`config.mk`:
```
export PLATFORM = sky130hd
export DESIGN_NAME = pll_rst_seq
export DESIGN_NICKNAME = d
export VERILOG_FILES = /design/src/rtl/pll_rst_seq.sv
export SDC_FILE = /design/constraint.sdc
export NUM_CORES = 1
export LEC_CHECK = 0
export BUFFER_PORTS_ARGS = -buffer_cell sky130_fd_sc_hd__buf_2
export CAP_MARGIN = 20
export CORE_ASPECT_RATIO = 0.6
export CORE_MARGIN = 5
export CORE_UTILIZATION = 30
export CTS_BUF_LIST = sky130_fd_sc_hd__clkbuf_8
export DETAILED_ROUTE_END_ITERATION = 7
export PLACE_DENSITY = 0.58
export REMOVE_ABC_BUFFERS = 1
export SLEW_MARGIN = 40
export SYNTH_ARGS = -nofsm -noshare
export SYNTH_HDL_FRONTEND = slang
export SYNTH_SLANG_ARGS = --single-unit
```
`constraint.sdc`:
```
create_clock -name clk -period 2.3 [get_ports clk]
set_clock_uncertainty 0.2 [all_clocks]
set_input_delay 0.23 -clock clk [delete_from_list [all_inputs] [get_ports clk]]
set_output_delay 0.23 -clock clk [all_outputs]
set_load 0.01 [all_outputs]
```
`src/rtl/pll_rst_seq.sv`:
```
// PLL reset sequencer: pulses the PLL reset and waits for a stable lock.
// It retries failed lock attempts up to MAX_RETRY times and then parks in FAULT.
// It releases the downstream datapath reset only while the PLL is locked (RUN).
module pll_rst_seq #(
    parameter int RST_PULSE_CYC    = 16,
    parameter int LOCK_TIMEOUT_CYC = 50000,
    parameter int STABLE_CYC       = 1024,
    parameter int MAX_RETRY        = 7
) (
    input  logic       clk,
    input  logic       rst,
    input  logic       pll_lock,
    input  logic       force_relock,
    output logic       pll_reset,
    output logic       sys_rst_out,
    output logic       locked_ok,
    output logic       fault,
    output logic [3:0] retry_cnt,
    output logic [7:0] loss_cnt
);

    // The shared timer must hold the last count of the longest interval.
    localparam int TMR_MAX_A = (RST_PULSE_CYC > LOCK_TIMEOUT_CYC) ? RST_PULSE_CYC : LOCK_TIMEOUT_CYC;
    localparam int TMR_MAX   = (TMR_MAX_A > STABLE_CYC) ? TMR_MAX_A : STABLE_CYC;
    localparam int TMR_W     = $clog2(TMR_MAX + 1);

    localparam logic [TMR_W-1:0] RST_LAST = TMR_W'(RST_PULSE_CYC - 1);
    localparam logic [TMR_W-1:0] TO_LAST  = TMR_W'(LOCK_TIMEOUT_CYC - 1);
    localparam logic [TMR_W-1:0] STB_LAST = TMR_W'(STABLE_CYC - 1);

    typedef enum logic [2:0] {
        RESET_PLL = 3'd0,
        WAIT_LOCK = 3'd1,
        STABLE    = 3'd2,
        RUN       = 3'd3,
        FAULT     = 3'd4
    } state_t;

    state_t           state, state_nxt;
    logic [TMR_W-1:0] tmr, tmr_nxt;
    logic [3:0]       retry_nxt;
    logic [7:0]       loss_nxt;
    logic             lock_meta, lock_s;
    logic             pll_reset_d, sys_rst_d, locked_ok_d, fault_d;

    // Two-flop synchronizer bringing the asynchronous PLL lock into the clk domain.
    always_ff @(posedge clk) begin
        // NOTE: sequential state uses non-blocking (<=) so every flop samples pre-edge values.
        if (rst) begin
            lock_meta <= 1'b0;
            lock_s    <= 1'b0;
        end else begin
            lock_meta <= pll_lock;
            lock_s    <= lock_meta;
        end
    end

    // State register with its timer, counters and next-state-decoded outputs.
    always_ff @(posedge clk) begin
        if (rst) begin
            state       <= RESET_PLL;
            tmr         <= '0;
            retry_cnt   <= 4'd0;
            loss_cnt    <= 8'd0;
            pll_reset   <= 1'b1;
            sys_rst_out <= 1'b1;
            locked_ok   <= 1'b0;
            fault       <= 1'b0;
        end else begin
            state       <= state_nxt;
            tmr         <= tmr_nxt;
            retry_cnt   <= retry_nxt;
            loss_cnt    <= loss_nxt;
            pll_reset   <= pll_reset_d;
            sys_rst_out <= sys_rst_d;
            locked_ok   <= locked_ok_d;
            fault       <= fault_d;
        end
    end

    // Next-state, timer and counter logic; force_relock overrides every other event.
    always_comb begin
        // NOTE: default every comb output first so no path leaves a value held (no latches).
        state_nxt = state;
        tmr_nxt   = tmr;
        retry_nxt = retry_cnt;
        loss_nxt  = loss_cnt;
        if (force_relock) begin
            state_nxt = RESET_PLL;
            tmr_nxt   = '0;
            retry_nxt = 4'd0;
        end else begin
            case (state)
                RESET_PLL: begin
                    if (tmr == RST_LAST) begin
                        state_nxt = WAIT_LOCK;
                        tmr_nxt   = '0;
                    end else begin
                        tmr_nxt = tmr + TMR_W'(1);
                    end
                end
                WAIT_LOCK: begin
                    // Lock is tested first so it wins over a timeout in the same cycle.
                    if (lock_s) begin
                        state_nxt = STABLE;
                        tmr_nxt   = '0;
                    end else if (tmr == TO_LAST) begin
                        tmr_nxt = '0;
                        if (retry_cnt == 4'(MAX_RETRY)) begin
                            state_nxt = FAULT;
                        end else begin
                            state_nxt = RESET_PLL;
                            retry_nxt = retry_cnt + 4'd1;
                        end
                    end else begin
                        tmr_nxt = tmr + TMR_W'(1);
                    end
                end
                STABLE: begin
                    // A lock dropout here is a glitch: go back to waiting without a PLL reset.
                    if (!lock_s) begin
                        state_nxt = WAIT_LOCK;
                        tmr_nxt   = '0;
                    end else if (tmr == STB_LAST) begin
                        state_nxt = RUN;
                        tmr_nxt   = '0;
                    end else begin
                        tmr_nxt = tmr + TMR_W'(1);
                    end
                end
                RUN: begin
                    if (!lock_s) begin
                        state_nxt = RESET_PLL;
                        tmr_nxt   = '0;
                        retry_nxt = 4'd0;
                        if (loss_cnt != 8'hFF) begin
                            loss_nxt = loss_cnt + 8'd1;
                        end
                    end
                end
                FAULT: begin
                    state_nxt = FAULT;
                end
                default: begin
                    state_nxt = RESET_PLL;
                    tmr_nxt   = '0;
                end
            endcase
        end
    end

    // Outputs decoded from the next state so they switch on the transition edge.
    always_comb begin
        pll_reset_d = (state_nxt == RESET_PLL) || (state_nxt == FAULT);
        sys_rst_d   = (state_nxt != RUN);
        locked_ok_d = (state_nxt == RUN);
        fault_d     = (state_nxt == FAULT);
    end

endmodule

```
-- After elaboration in Yosys (flattened, before gate mapping)
Index checks and enable logic that the tools add are counted.
- register bits after elaboration: 37
- logic and storage cells: 61
- add/sub/neg operators: 3
- eq/ne operators: 16
- multiplexer cells: 21
- bitwise logic cells: 3
- reductions and logical operators: 8
- operator list (operator ; count):
    $mux 16 ; 6
    $pmux 16 s5 ; 1
    $mux 3 ; 8
    $add 16x1->16 const B ; 1
    $eq 16x10->1 const B ; 1
    $eq 16x16->1 const B ; 1
    $eq 16x4->1 const B ; 1
    $mux 4 ; 4
    $pmux 3 s5 ; 1
    $eq 3x2->1 const B ; 3
    $add 8x1->8 const B ; 1
    $ne 2x2->1 const B ; 4
    $ne 8x8->1 const B ; 1
    $pmux 4 s2 ; 1
    $eq 3x3->1 const B ; 2
    $logic_not 3->1 ; 2
    $reduce_and 5->1 ; 1
    $add 4x1->4 const B ; 1
    $eq 4x3->1 const B ; 1
    $reduce_and 4->1 ; 1
    $eq 3x1->1 const B ; 1
    $ne 3x2->1 const B ; 1
    $not 1->1 ; 3
    $reduce_and 2->1 ; 1
    3 further kinds ; 3

-- Depth between registers and ports, before layout
- depth in word-level cells: 8
- gate-level depth with buffers: 8

-- Worst setup path after synthesis
Ideal clock, no wire load.
- kind: register to register
- from: reg tmr[0]
- to: reg tmr[9]
- library setup time: 116 ps
- arrival: 1933 ps
- slack: 51 ps
- stages on the path, launching flop included: 9
- buffers on the path: 1
- path through: dfxtp_1 > ha_1 > nand3_1 > or4_4 > o31a_1 > nand3b_4 > o21ai_4 > buf_6 > nor2_1
- word-level cells in the longest chain between the ends: 4
- ends and longest elaborated chain (item ; line ; text):
    from (decl) ; 40 ; logic [TMR_W-1:0] tmr, tmr_nxt;
    from (signal assigned) ; 71 ; tmr <= tmr_nxt;
    $add 16x1->16 (tied with other cells) ; 99, 116, 128 ;
    $mux 16, on equally long branches ; 124, 107 ;
    $mux 16, on equally long branches ; 121, 104 ;
    $pmux 16 s5 (*) ; 93 ; case (state)
Every way passes the cells marked *; elsewhere a longest branch is shown, timed or not.
A chain may end at the register's enable or synchronous reset.

-- Worst setup path after layout
- from: reg tmr[0]
- to: reg tmr[3]
Same word-level chain as after synthesis.

==> metrics.md <==
| Metric | Value |
|---|---|
| Syn Std Cell Area | `1790 sq um` |
| Final Cycle Share | `1.02` |
| Setup TNS | `-0.546 ns` |
| Critical path type | `reg2reg` |
| Worst slew margin relative to its limit | `0.672` |
| Multi-input gate area | `1070 sq um` |
| CTS tree | `done` |
| Ys flop type | `dfxtp_1` |
| Storage cell area | `743 sq um` |
| Final cell count without fillers | `325` |
| Layout area overhead | `29.2%` |
| Vias in the first global route | `1310` |
| Commonest cells post-synth | `dfxtp_1 (37), nor2_1 (30), nand2_1 (18)` |
| # fillers | `582` |
| Initial Utilization | `0.315` |
| Hold Path Class | `in2reg` |
| First-pass GRT wire length | `6690 um` |
| DR DRC count | `0` |
| Fmax achieved | `426 MHz` |
| Nets | `251` |
| Final Hold Vio Count | `0` |
| Max Cap Viol | `0` |
| Crit-path max FO | `6` |
| Dpl cell area | `2070 sq um` |
| Sequential fraction of the synthesis area | `0.415` |
| Ys async rst share | `0` |
| Crit path capture type | `register` |
| CP required | `2.29 ns` |
| Unrepaired setup endpoints after global routing | `yes` |
| Cells after Synth | `208` |
| CTS Sinks | `37` |
| Top Ports | `20` |
| Outcome | `finished, violations left` |
| Synth cell types | `47` |
| Die Span Y | `69.8 um` |
| Post-route setup slack | `-0.0493 ns` |
| Area of the die | `7640 sq um` |
| CTS root buffer | `clkbuf_8` |
| Total GRT Usage | `0.113` |
| Failing checks | `setup timing` |
| Post-synth EDFFs | `0` |
| Placed Cells | `315` |
| Final setup vio count | `13` |
| Total power draw | `1.35 mW` |
| Setup WS pre-CTS | `0.0214 ns` |
| H-tree Lvls | `2` |
| Clock Tree Buf Depth | `2` |
| Final hold slack | `0.0669 ns` |
| Total wire length | `4320 um` |
| Tmin final | `2.35 ns` |
| Max-slew violation count | `0` |
| DR iter-0 viols | `132` |
| Post-route cell area | `2310 sq um` |
| Clk slew on worst S/H paths | `0.07 ns` |
| Die W | `110 um` |
| CP startpoint kind | `register` |
| Core footprint | `5680 sq um` |
| Proportion of layout cells with a drive suffix above 1 | `0.290` |
| Router iterations before antenna repair | `4` |
| Initial antenna violation count | `0` |
| Critical Path AT | `2.34 ns` |
| Ant. Diodes | `0` |
| Cell Pwr Density | `587 nW/um^2` |
| Num CTS Buffers | `5` |
| Area contributors post-synth | `dfxtp_1 (41%), nor2_1 (6.3%), nand3_1 (4.5%)` |
| GPL Wtd Cong | `0.837` |
| Static leakage | `0.879 nW` |
| Post-synth top area share | `0.415` |
| Synth area leader | `dfxtp_1` |
| Max VDD drop | `0.000230 V` |
| Row count | `21` |
| Largest net degree at the start of global routing | `14` |
| Dpl hpwl | `3070 um` |
| Vias per cell | `4.71` |
| Total gr overflow | `0` |
| Wire length per cell | `13.3 um` |
| Synth Register Bits | `37` |
| Synth Warn # | `0` |
| Tightest Pin Transition | `0.489 ns` |
| Mean Syn Cell Area | `8.58 sq um` |
| Worst-skew pair later-pin latency | `0.29 ns` |
| Vias | `1530` |
| Most frequent cell after synthesis | `dfxtp_1` |
| Port Buf Inserts | `19` |
| Finished Core Util | `0.407` |
| Antenna viol nets, final | `0` |
## path summary, 6_finish.rpt
path,startpoint,end,slack [ns],cells past startpoint
setup / recovery,tmr[0],tmr[3],-0.05,8
hold / removal,rst,loss_cnt[2],0.07,2
setup reg to reg,tmr[0],tmr[3],-0.05,8
hold reg to reg,lock_meta,lock_s,0.24,1
## metal layers
| metal | routed length (um) | vias up | GRT usage |
|---|---|---|---|
| li1 | - | 803 | - |
| met1 | 2460 | 687 | 0.190 |
| met4 | 54 | 0 | 0.0415 |
| met3 | 278 | 4 | 0.0353 |
| met5 | 0 | - | 0 |
| met2 | 1520 | 36 | 0.122 |
## sequential cells by signal (all words and copies together) (netlist names)
| name | cells |
|---|---|
| tmr | 16 |
| loss_cnt | 8 |
| retry_cnt | 4 |
| state | 3 |
| fault | 1 |
| lock_meta | 1 |
| lock_s | 1 |
| locked_ok | 1 |
| pll_reset | 1 |
| sys_rst_out | 1 |
## where the power goes
part	internal, mW	switching, mW
sequential	0.644	0.00353
clock	0.431	0.233
combinational	0.0202	0.0232
total	1.09	0.260
## cell families (layout without fill, tap and decap cells)
| logic type | count (synthesis) | in the layout | share of synthesized area |
|---|---|---|---|
| buffers and inverters | 8 | 45 | 0.0245 |
| XOR/XNOR | 15 | 15 | 0.0736 |
| AND/OR/NAND/NOR | 115 | 115 | 0.347 |
| multiplexers | 3 | 3 | 0.0168 |
| adder cells (fa/ha/maj) | 3 | 3 | 0.0210 |
| AO/OA/AOI/OAI | 27 | 27 | 0.102 |
| flip-flops | 37 | 37 | 0.415 |
## repair_timing
item,in CTS,in global routing
endpoints found under the hold margin,1,0
endpoints found under the setup margin,0,24
gates resized for setup,0,20
buffers inserted,0,0
hold buffers,1,0
## critical path, stage by stage, from the launching register on
cell	delay (ns)
dfxtp_2	0.36
ha_4	0.15
nand3_2	0.08
or4_4	0.47
o31a_1	0.34
nand3b_4	0.17
o21ai_4	0.22
clkbuf_16	0.19
nor2_1	0.04
## cells in the final DEF (no fill, tap or decap), types with 5 or more instances in the layout
cell type	synthesis	layout
clkbuf_8	0	5
buf_2	2	19
nor2_4	0	5
xnor2_1	7	7
nor2_1	30	24
buf_4	1	14
nand3_1	16	15
nor3_1	5	5
xor2_1	8	8
o21ai_0	8	7
and3_1	6	6
a21oi_1	10	9
nand2_1	18	17
and2_1	5	5
dfxtp_1	37	35
## cell type report
type / instances / area share
multi-input combinational: 163 / 0.464
sequential: 37 / 0.322
timing repair buffer: 36 / 0.111
tap: 80 / 0.0434
clock buffer: 5 / 0.0298
clock inverter: 3 / 0.0282
inverter: 1 / 0.00163
(Power assumes the default switching activity.)
